**src/rtl/bayer_quad_router_if.sv**
```systemverilog
// bayer_quad_router_if: input window and output word handshake bundle.
//   master drives in_valid/in_sof/wb_1..wb_4/out_ready and observes the rest;
//   slave (the router) drives in_ready/out_valid/out/out_eol/out_eof.
interface bayer_quad_router_if #(
    parameter int PIX_W = 8
);
    logic               in_valid;
    logic               in_ready;
    logic               in_sof;
    logic [PIX_W-1:0]   wb_1;
    logic [PIX_W-1:0]   wb_2;
    logic [PIX_W-1:0]   wb_3;
    logic [PIX_W-1:0]   wb_4;
    logic               out_valid;
    logic               out_ready;
    logic [4*PIX_W-1:0] out;
    logic               out_eol;
    logic               out_eof;

    modport master (
        output in_valid, in_sof, wb_1, wb_2, wb_3, wb_4, out_ready,
        input  in_ready, out_valid, out, out_eol, out_eof
    );

    modport slave (
        input  in_valid, in_sof, wb_1, wb_2, wb_3, wb_4, out_ready,
        output in_ready, out_valid, out, out_eol, out_eof
    );
endinterface

```
**src/rtl/bayer_quad_router.sv**
```systemverilog
// bayer_quad_router: reorders 2x2 Bayer windows into {R,G1,G2,B} words.
//   clk, rst  : clock, asynchronous active-high reset
//   pattern   : CFA layout at frame origin (0 RGGB, 1 GRBG, 2 GBRG, 3 BGGR)
//   sof_err   : sticky, in_sof seen while counters were away from origin
//   bus       : window input / word output handshake (slave side)
module bayer_quad_router #(
    parameter int PIX_W     = 8,
    parameter int LINE_LEN  = 640,
    parameter int NUM_LINES = 480
) (
    input  logic                 clk,
    input  logic                 rst,
    input  logic [1:0]           pattern,
    output logic                 sof_err,
    bayer_quad_router_if.slave   bus
);
    localparam int CW = (LINE_LEN > 1) ? $clog2(LINE_LEN) : 1;
    localparam int RW = (NUM_LINES > 1) ? $clog2(NUM_LINES) : 1;

    logic [CW-1:0]      col, col_n, ecol;
    logic [RW-1:0]      row, row_n, erow;
    logic [1:0]         act_pat, use_pat, phase;
    logic               origin, last_col, last_row, in_xfer;
    logic [4*PIX_W-1:0] mapped;

    assign bus.in_ready = !bus.out_valid || bus.out_ready;
    assign in_xfer      = bus.in_valid && bus.in_ready;

    // in_sof forces the window to the origin whatever the counters say
    always_comb begin
        ecol     = bus.in_sof ? '0 : col;
        erow     = bus.in_sof ? '0 : row;
        origin   = (ecol == '0) && (erow == '0);
        use_pat  = origin ? pattern : act_pat;
        phase    = {erow[0], ecol[0]} ^ use_pat;
        last_col = ecol == CW'(LINE_LEN - 1);
        last_row = erow == RW'(NUM_LINES - 1);
        col_n    = last_col ? '0 : ecol + 1'b1;
        row_n    = !last_col ? erow : (last_row ? '0 : erow + 1'b1);
        mapped   = (phase == 2'd0) ? {bus.wb_1, bus.wb_2, bus.wb_3, bus.wb_4} :
                   (phase == 2'd1) ? {bus.wb_2, bus.wb_1, bus.wb_4, bus.wb_3} :
                   (phase == 2'd2) ? {bus.wb_3, bus.wb_1, bus.wb_4, bus.wb_2} :
                                     {bus.wb_4, bus.wb_2, bus.wb_3, bus.wb_1};
    end

    always_ff @(posedge clk or posedge rst) begin
        if (rst) begin
            col           <= '0;
            row           <= '0;
            act_pat       <= '0;
            sof_err       <= 1'b0;
            bus.out_valid <= 1'b0;
            bus.out       <= '0;
            bus.out_eol   <= 1'b0;
            bus.out_eof   <= 1'b0;
        end else begin
            bus.out_valid <= in_xfer || (bus.out_valid && !bus.out_ready);
            if (in_xfer) begin
                col         <= col_n;
                row         <= row_n;
                act_pat     <= use_pat;
                bus.out     <= mapped;
                bus.out_eol <= last_col;
                bus.out_eof <= last_col && last_row;
                if (bus.in_sof && (col != '0 || row != '0))
                    sof_err <= 1'b1;
            end
        end
    end
endmodule

```
**src/flat_wrapper.sv**
```systemverilog
// flat-port wrapper written by rule: the top's interface ports become plain ports
module bayer_quad_router_flat 
#(
    parameter int PIX_W     = 8,
    parameter int LINE_LEN  = 640,
    parameter int NUM_LINES = 480
)
  (clk, rst, pattern, sof_err, bus_in_valid, bus_in_sof, bus_wb_1, bus_wb_2, bus_wb_3, bus_wb_4, bus_out_ready, bus_in_ready, bus_out_valid, bus_out, bus_out_eol, bus_out_eof);
  bayer_quad_router_if #(.PIX_W(PIX_W)) bus_i ();
  input  logic clk;
  input  logic rst;
  input  logic [1:0] pattern;
  output logic sof_err;
  input wire logic [$bits(bus_i.in_valid)-1:0] bus_in_valid;
  input wire logic [$bits(bus_i.in_sof)-1:0] bus_in_sof;
  input wire logic [$bits(bus_i.wb_1)-1:0] bus_wb_1;
  input wire logic [$bits(bus_i.wb_2)-1:0] bus_wb_2;
  input wire logic [$bits(bus_i.wb_3)-1:0] bus_wb_3;
  input wire logic [$bits(bus_i.wb_4)-1:0] bus_wb_4;
  input wire logic [$bits(bus_i.out_ready)-1:0] bus_out_ready;
  output wire logic [$bits(bus_i.in_ready)-1:0] bus_in_ready;
  output wire logic [$bits(bus_i.out_valid)-1:0] bus_out_valid;
  output wire logic [$bits(bus_i.out)-1:0] bus_out;
  output wire logic [$bits(bus_i.out_eol)-1:0] bus_out_eol;
  output wire logic [$bits(bus_i.out_eof)-1:0] bus_out_eof;
  assign bus_i.in_valid = bus_in_valid;
  assign bus_i.in_sof = bus_in_sof;
  assign bus_i.wb_1 = bus_wb_1;
  assign bus_i.wb_2 = bus_wb_2;
  assign bus_i.wb_3 = bus_wb_3;
  assign bus_i.wb_4 = bus_wb_4;
  assign bus_i.out_ready = bus_out_ready;
  assign bus_in_ready = bus_i.in_ready;
  assign bus_out_valid = bus_i.out_valid;
  assign bus_out = bus_i.out;
  assign bus_out_eol = bus_i.out_eol;
  assign bus_out_eof = bus_i.out_eof;
  bayer_quad_router #(.PIX_W(PIX_W), .LINE_LEN(LINE_LEN), .NUM_LINES(NUM_LINES)) u_core (.clk(clk), .rst(rst), .pattern(pattern), .sof_err(sof_err), .bus(bus_i));
endmodule
```
**config.mk**
```make
export PLATFORM = sky130hd
export DESIGN_NAME = bayer_quad_router_flat
export DESIGN_NICKNAME = d
export VERILOG_FILES = /design/src/rtl/bayer_quad_router_if.sv /design/src/rtl/bayer_quad_router.sv /design/src/flat_wrapper.sv
export SDC_FILE = /design/constraint.sdc
export NUM_CORES = 1
export LEC_CHECK = 0
export ABC_AREA = 1
export BUFFER_PORTS_ARGS = -buffer_cell sky130_fd_sc_hd__buf_2
export CORE_MARGIN = 2
export CORE_UTILIZATION = 60
export DETAILED_ROUTE_END_ITERATION = 6
export GPL_TIMING_DRIVEN = 0
export PLACE_DENSITY = 0.94
export SETUP_SLACK_MARGIN = 0.4
export SLEW_MARGIN = 20
export SYNTH_ARGS = -nofsm -noshare
export SYNTH_HDL_FRONTEND = slang
export SYNTH_SLANG_ARGS = --single-unit
```
**constraint.sdc**
```tcl
create_clock -name clk -period 6.19 [get_ports clk]
set_input_delay 1.238 -clock clk [delete_from_list [all_inputs] [get_ports clk]]
set_output_delay 1.238 -clock clk [all_outputs]
set_load 0.02 [all_outputs]
```
-- Yosys cells after proc, flatten, opt, wreduce, memory -nomap -nowiden
Index checks and enable logic that the tools add are counted.
- flip-flop bits (word level): 57
- word-level logic and storage cells: 40
- add/sub/neg operators: 2
- equality and inequality tests: 4
- multiplexer cells: 9
- bitwise gates (word level): 1
- reductions and logical operators: 16
- operators by type and width (kind ; number):
    $mux 32 ; 3
    $mux 9 ; 3
    $mux 10 ; 2
    $add 10x1->10 const B ; 1
    $eq 10x10->1 const B ; 1
    $logic_not 10->1 ; 1
    $reduce_bool 10->1 ; 1
    $add 9x1->9 const B ; 1
    $eq 9x9->1 const B ; 1
    $logic_not 9->1 ; 1
    $reduce_bool 9->1 ; 1
    $logic_and 1x1->1 ; 5
    $logic_or 1x1->1 ; 3
    $eq 2x1->1 const B ; 1
    $eq 2x2->1 const B ; 1
    $logic_not 1->1 ; 2
    $logic_not 2->1 ; 1
    $mux 2 ; 1
    $reduce_and 2->1 ; 1
    $xor 2x2->2 ; 1

-- Longest topological paths before layout
- depth after elaboration: 9
- gate-level depth with buffers: 21
- mapped depth without buffers: 19

-- Worst setup path after synthesis
OpenSTA, ideal clock, no wires.
- path kind: in2reg
- start: input port bus_in_sof
- end: register u_core.bus.out[0]
- setup time: 120 ps
- data arrival time: 3126 ps
- data required time: 6070 ps
- slack: 2944 ps
- stages: 19
- path buffers: 3
- cell sequence: buf_6 > clkbuf_1 > nor2_1 > inv_1 > ha_1 > nand2_1 > nor2_1 > nand2_1 > nor2_4 > nand2_2 > nand2_1 > nand3_2 > nand2_4 > nand2_4 > buf_6 > o21ai_0 > inv_1 > o21ai_1 > nand2_1
- cells in the longest elaborated chain, start to end: 9
- elaborated cells on any way between the ends: 13
- ends and longest elaborated chain (item ; RTL line ; RTL):
    start, declared ; flat_wrapper.sv:15 ; input wire logic [$bits(bus_i.in_sof)-1:0] bus_in_sof;
    $mux 10 / $mux 9 (equally long branches) ; bayer_quad_router.sv:31, bayer_quad_router.sv:32 ;
    $logic_not 10->1 / $logic_not 9->1 (equally long branches) ; bayer_quad_router.sv:33 ; origin = (ecol == '0) && (erow == '0);
    $logic_and 1x1->1 ; bayer_quad_router.sv:33 ;
    $mux 2 ; bayer_quad_router.sv:34 ; use_pat = origin ? pattern : act_pat;
    $xor 2x2->2 (*) ; bayer_quad_router.sv:35 ; phase = {erow[0], ecol[0]} ^ use_pat;
    $eq 2x2->1 ; bayer_quad_router.sv:42 ; (phase == 2'd2) ? {bus.wb_3, bus.wb_1, bus.wb_4, bus.wb_2} :
    $mux 32 ; bayer_quad_router.sv:42 ;
    $mux 32 ; bayer_quad_router.sv:41 ; (phase == 2'd1) ? {bus.wb_2, bus.wb_1, bus.wb_4, bus.wb_3} :
    $mux 32 (*) ; bayer_quad_router.sv:40 ; mapped = (phase == 2'd0) ? {bus.wb_1, bus.wb_2, bus.wb_3, bus.wb_4} :
    end signal, assigned ; bayer_quad_router.sv:62 ; bus.out <= mapped;
    end, declared ; bayer_quad_router_if.sv:27 ; output in_ready, out_valid, out, out_eol, out_eof
Every way passes the cells marked *; elsewhere a longest branch is shown, timed or not.
A chain may end at the register's enable or synchronous reset.

-- Worst setup path after layout
- start: input port bus_in_sof
- end: register u_core.bus.out[3]
Same word-level chain as after synthesis.

==> flow_summary.ini <==
[global_route]
first_global_vias = 3861
overflow = 0
grt_max_degree = 58
grt_usage_pct = 34.3
grt_pass1_wl_um = 17200
antenna_found_initial = 0

[synth]
yosysWarnings = 0
netlist_instances = 547
synth_top_area_share_pct = 38.7
synth_top_area_cell = dfrtp_1
ys_top_cells_by_area = dfrtp_1, nand2_1, inv_1
syn_area_um2 = 3680
syn_avg_cell_area_um2 = 6.73
ys_types = 31
seq_area_frac_synth_pct = 38.7
syn-num-nets = 590
synth_seq_cells = 57

[die]
dieHeight_um = 82.3
dieArea_um2 = 6780
io_pins = 76
rows = 28
core_um2 = 5920
initial_core_util_pct = 62.2
die_x_um = 82.3

[clocking]
post_cts_buffers = 0
cts_sinks = 57
postCtsHoldBufs = 0
cts-resized-gates = 0
cts_tree = yes
cts_buffers = 9
clockRootBuffer = clkbuf_8
clk_latency_ns = 0.35
clk_pin_slew_ns = 0.07
clockBufferDepth = 2
cts_max_level = 3

[sta]
drv_slew = 0
worstMarginPinSlew_ns = 0.714
fin_setup_tns_ns = 0
slew_headroom_pct = 52.4
hold_viol = 0
max_freq_mhz = 287
fin_worst_skew_ns = 0.00448
period_needed_ns = 3.48
post-route-period-util_pct = 56.2
rsz0062_at_grt = no
setup_viol = 0

[cells_and_area]
drive_gt1_share_pct = 18.8
diodes = 0
num-fill-cells = 483
post-route-util_pct = 73.9
synthToLayoutAreaGrowth_pct = 18.9
nNetsFinal = 675

[min_path]
hold_depth = 2
min_path_type = register to register
min_from = u_core.bus.out[21]$_DFFE_PP0P_
holdPathEnd = u_core.bus.out[21]$_DFFE_PP0P_

[worst_setup_path]
worstSetupStartpointType = primary input
path_max_fanout = 10
rr_endpoint = u_core.bus.out[24]$_DFFE_PP0P_
cp_data_required_time_ns = 6.42
ff2ff_setup_slack_ns = 3.48
r2r_cells = 19
cp.arrival_ns = 3.71
r2r-start = u_core.row[0]$_DFFE_PP0P_
path_class = primary input to register
endpoint_kind = register

[drt]
drc = 0
dr_total_vias = 3963
ant_nets = 0
vias_per_cell = 5.57
wl_per_cell_um = 15.0
drtPass1Iterations = 7
drt-initial-drc-count = 257
routed_wl_um = 10700

[power_and_ir_drop]
p_total_mw = 1.92
leakage_nw = 2.46
ir_drop_mv = 0.310
p_per_area_nw_per_um2 = 438

[place]
gp_congestion = 0.963
post-dp-hpwl_um = 7790
port_buffers = 74

[outcome]
status = finished clean

[flow_run]
max_cap_viol_count = 0
## metal layers
| metal | up-vias | global-route usage (%) | wire length (um) |
|---|---|---|---|
| li1 | 1874 | - | - |
| met1 | 1835 | 40.0 | 4170 |
| met2 | 211 | 57.6 | 5270 |
| met3 | 43 | 7.39 | 847 |
| met4 | 0 | 20.3 | 423 |
| met5 | - | 0 | 0 |
## state kept, by name (all words and copies together), names as in the netlist
name / count
u_core.bus.out: 32
u_core.bus.out_eol: 1
u_core.row: 9
u_core.bus.out_eof: 1
u_core.sof_err: 1
u_core.col: 10
u_core.act_pat: 2
u_core.bus.out_valid: 1
## cells in the final DEF, fill, tap and decap left out, types with 2 or more instances in the layout
cell       count
o21ai_0       40
nand2_4        5
dfrtp_1       57
ha_1           4
inv_4          2
nand2_2        4
nor3_1         9
buf_6          4
nand4_1        3
nor2_1        50
o21ai_1       13
nand3_1       55
inv_1         83
buf_2         77
clkinv_2       2
nand3_2        3
clkbuf_8      11
a21oi_1        7
xor2_1         6
clkbuf_1      11
xnor2_1        3
bufinv_16      2
nand2_1      166
o22ai_1        7
buf_4          3
## Yosys cell counts, drive strengths merged
cell    count
a21oi       7
a31o        1
buf        10
clkbuf     11
clkinv      1
dfrtp      57
ha          4
inv        86
nand2     176
nand3      58
nand4       3
nor2       52
nor3        9
nor4        1
o21ai      54
o22ai       7
o31ai       1
xnor2       3
xor2        6
## worst max-delay path, stage by stage
cell and delay [ns]:
buf_6 0.10, clkbuf_1 0.38, nor2_1 0.13, inv_1 0.08, ha_1 0.13, nand2_1 0.05, nor2_1 0.11, nand2_1 0.09
nor2_4 0.15, nand2_2 0.11, nand2_1 0.14, nand3_1 0.11, nand2_2 0.13, nand2_4 0.12, nand2_8 0.14, buf_6 0.16
nor2_1 0.06, o21ai_1 0.18, nand2_1 0.07
## cell type report
cell class | instances | area, um2 | area share, %
clock inverter | 5 | 77.6 | 1.77
multi-input combinational | 382 | 1800 | 41.2
buffer | 21 | 124 | 2.83
timing repair buffer | 74 | 370 | 8.46
tap | 75 | 93.8 | 2.14
inverter | 87 | 332 | 7.57
clock buffer | 11 | 151 | 3.46
sequential | 57 | 1430 | 32.6
## how the worst max path moves through the flow
stage               slack (ns)                              to  depth (start not counted)       start
floorplan                 2.94   u_core.bus.out[0]$_DFFE_PP0P_                         19  bus_in_sof
global placement          2.51  u_core.bus.out[24]$_DFFE_PP0P_                         19  bus_in_sof
detailed placement        2.40   u_core.bus.out[3]$_DFFE_PP0P_                         19  bus_in_sof
CTS                       2.76   u_core.bus.out[3]$_DFFE_PP0P_                         19  bus_in_sof
global route              2.46       u_core.row[8]$_DFFE_PP0P_                         13  bus_in_sof
finish                    2.71   u_core.bus.out[3]$_DFFE_PP0P_                         19  bus_in_sof
## per-stage QoR
stage	std cells	instance area, um2	setup WS [ns]	hold slack, ns
2_1_floorplan	547	3680	2.94	0.475
6_report	712	4380	2.71	0.478
3_3_place_gp	696	4150	2.51	0.454
3_5_place_dp	696	4150	2.40	0.460
4_1_cts	712	4380	2.76	0.480
5_1_grt	712	4380	2.46	0.509
## logic make-up (layout without fill, tap and decap cells)
group,count (synthesis),count (layout),synth area share [%]
and+or+nand+nor,299,299,35.4
buffers and inverters,108,198,12.3
DFF,57,57,38.7
xor gates and xnor gates,9,9,2.14
AOI/OAI and AO/OA,70,70,10.0
adders and majority gates,4,4,1.36
## power by group
group	switching, mW	internal [mW]
clock network	0.160	0.247
registers	0.0667	0.488
logic	0.648	0.306
total	0.874	1.04
Note: power is estimated with default switching activity, not from simulation.
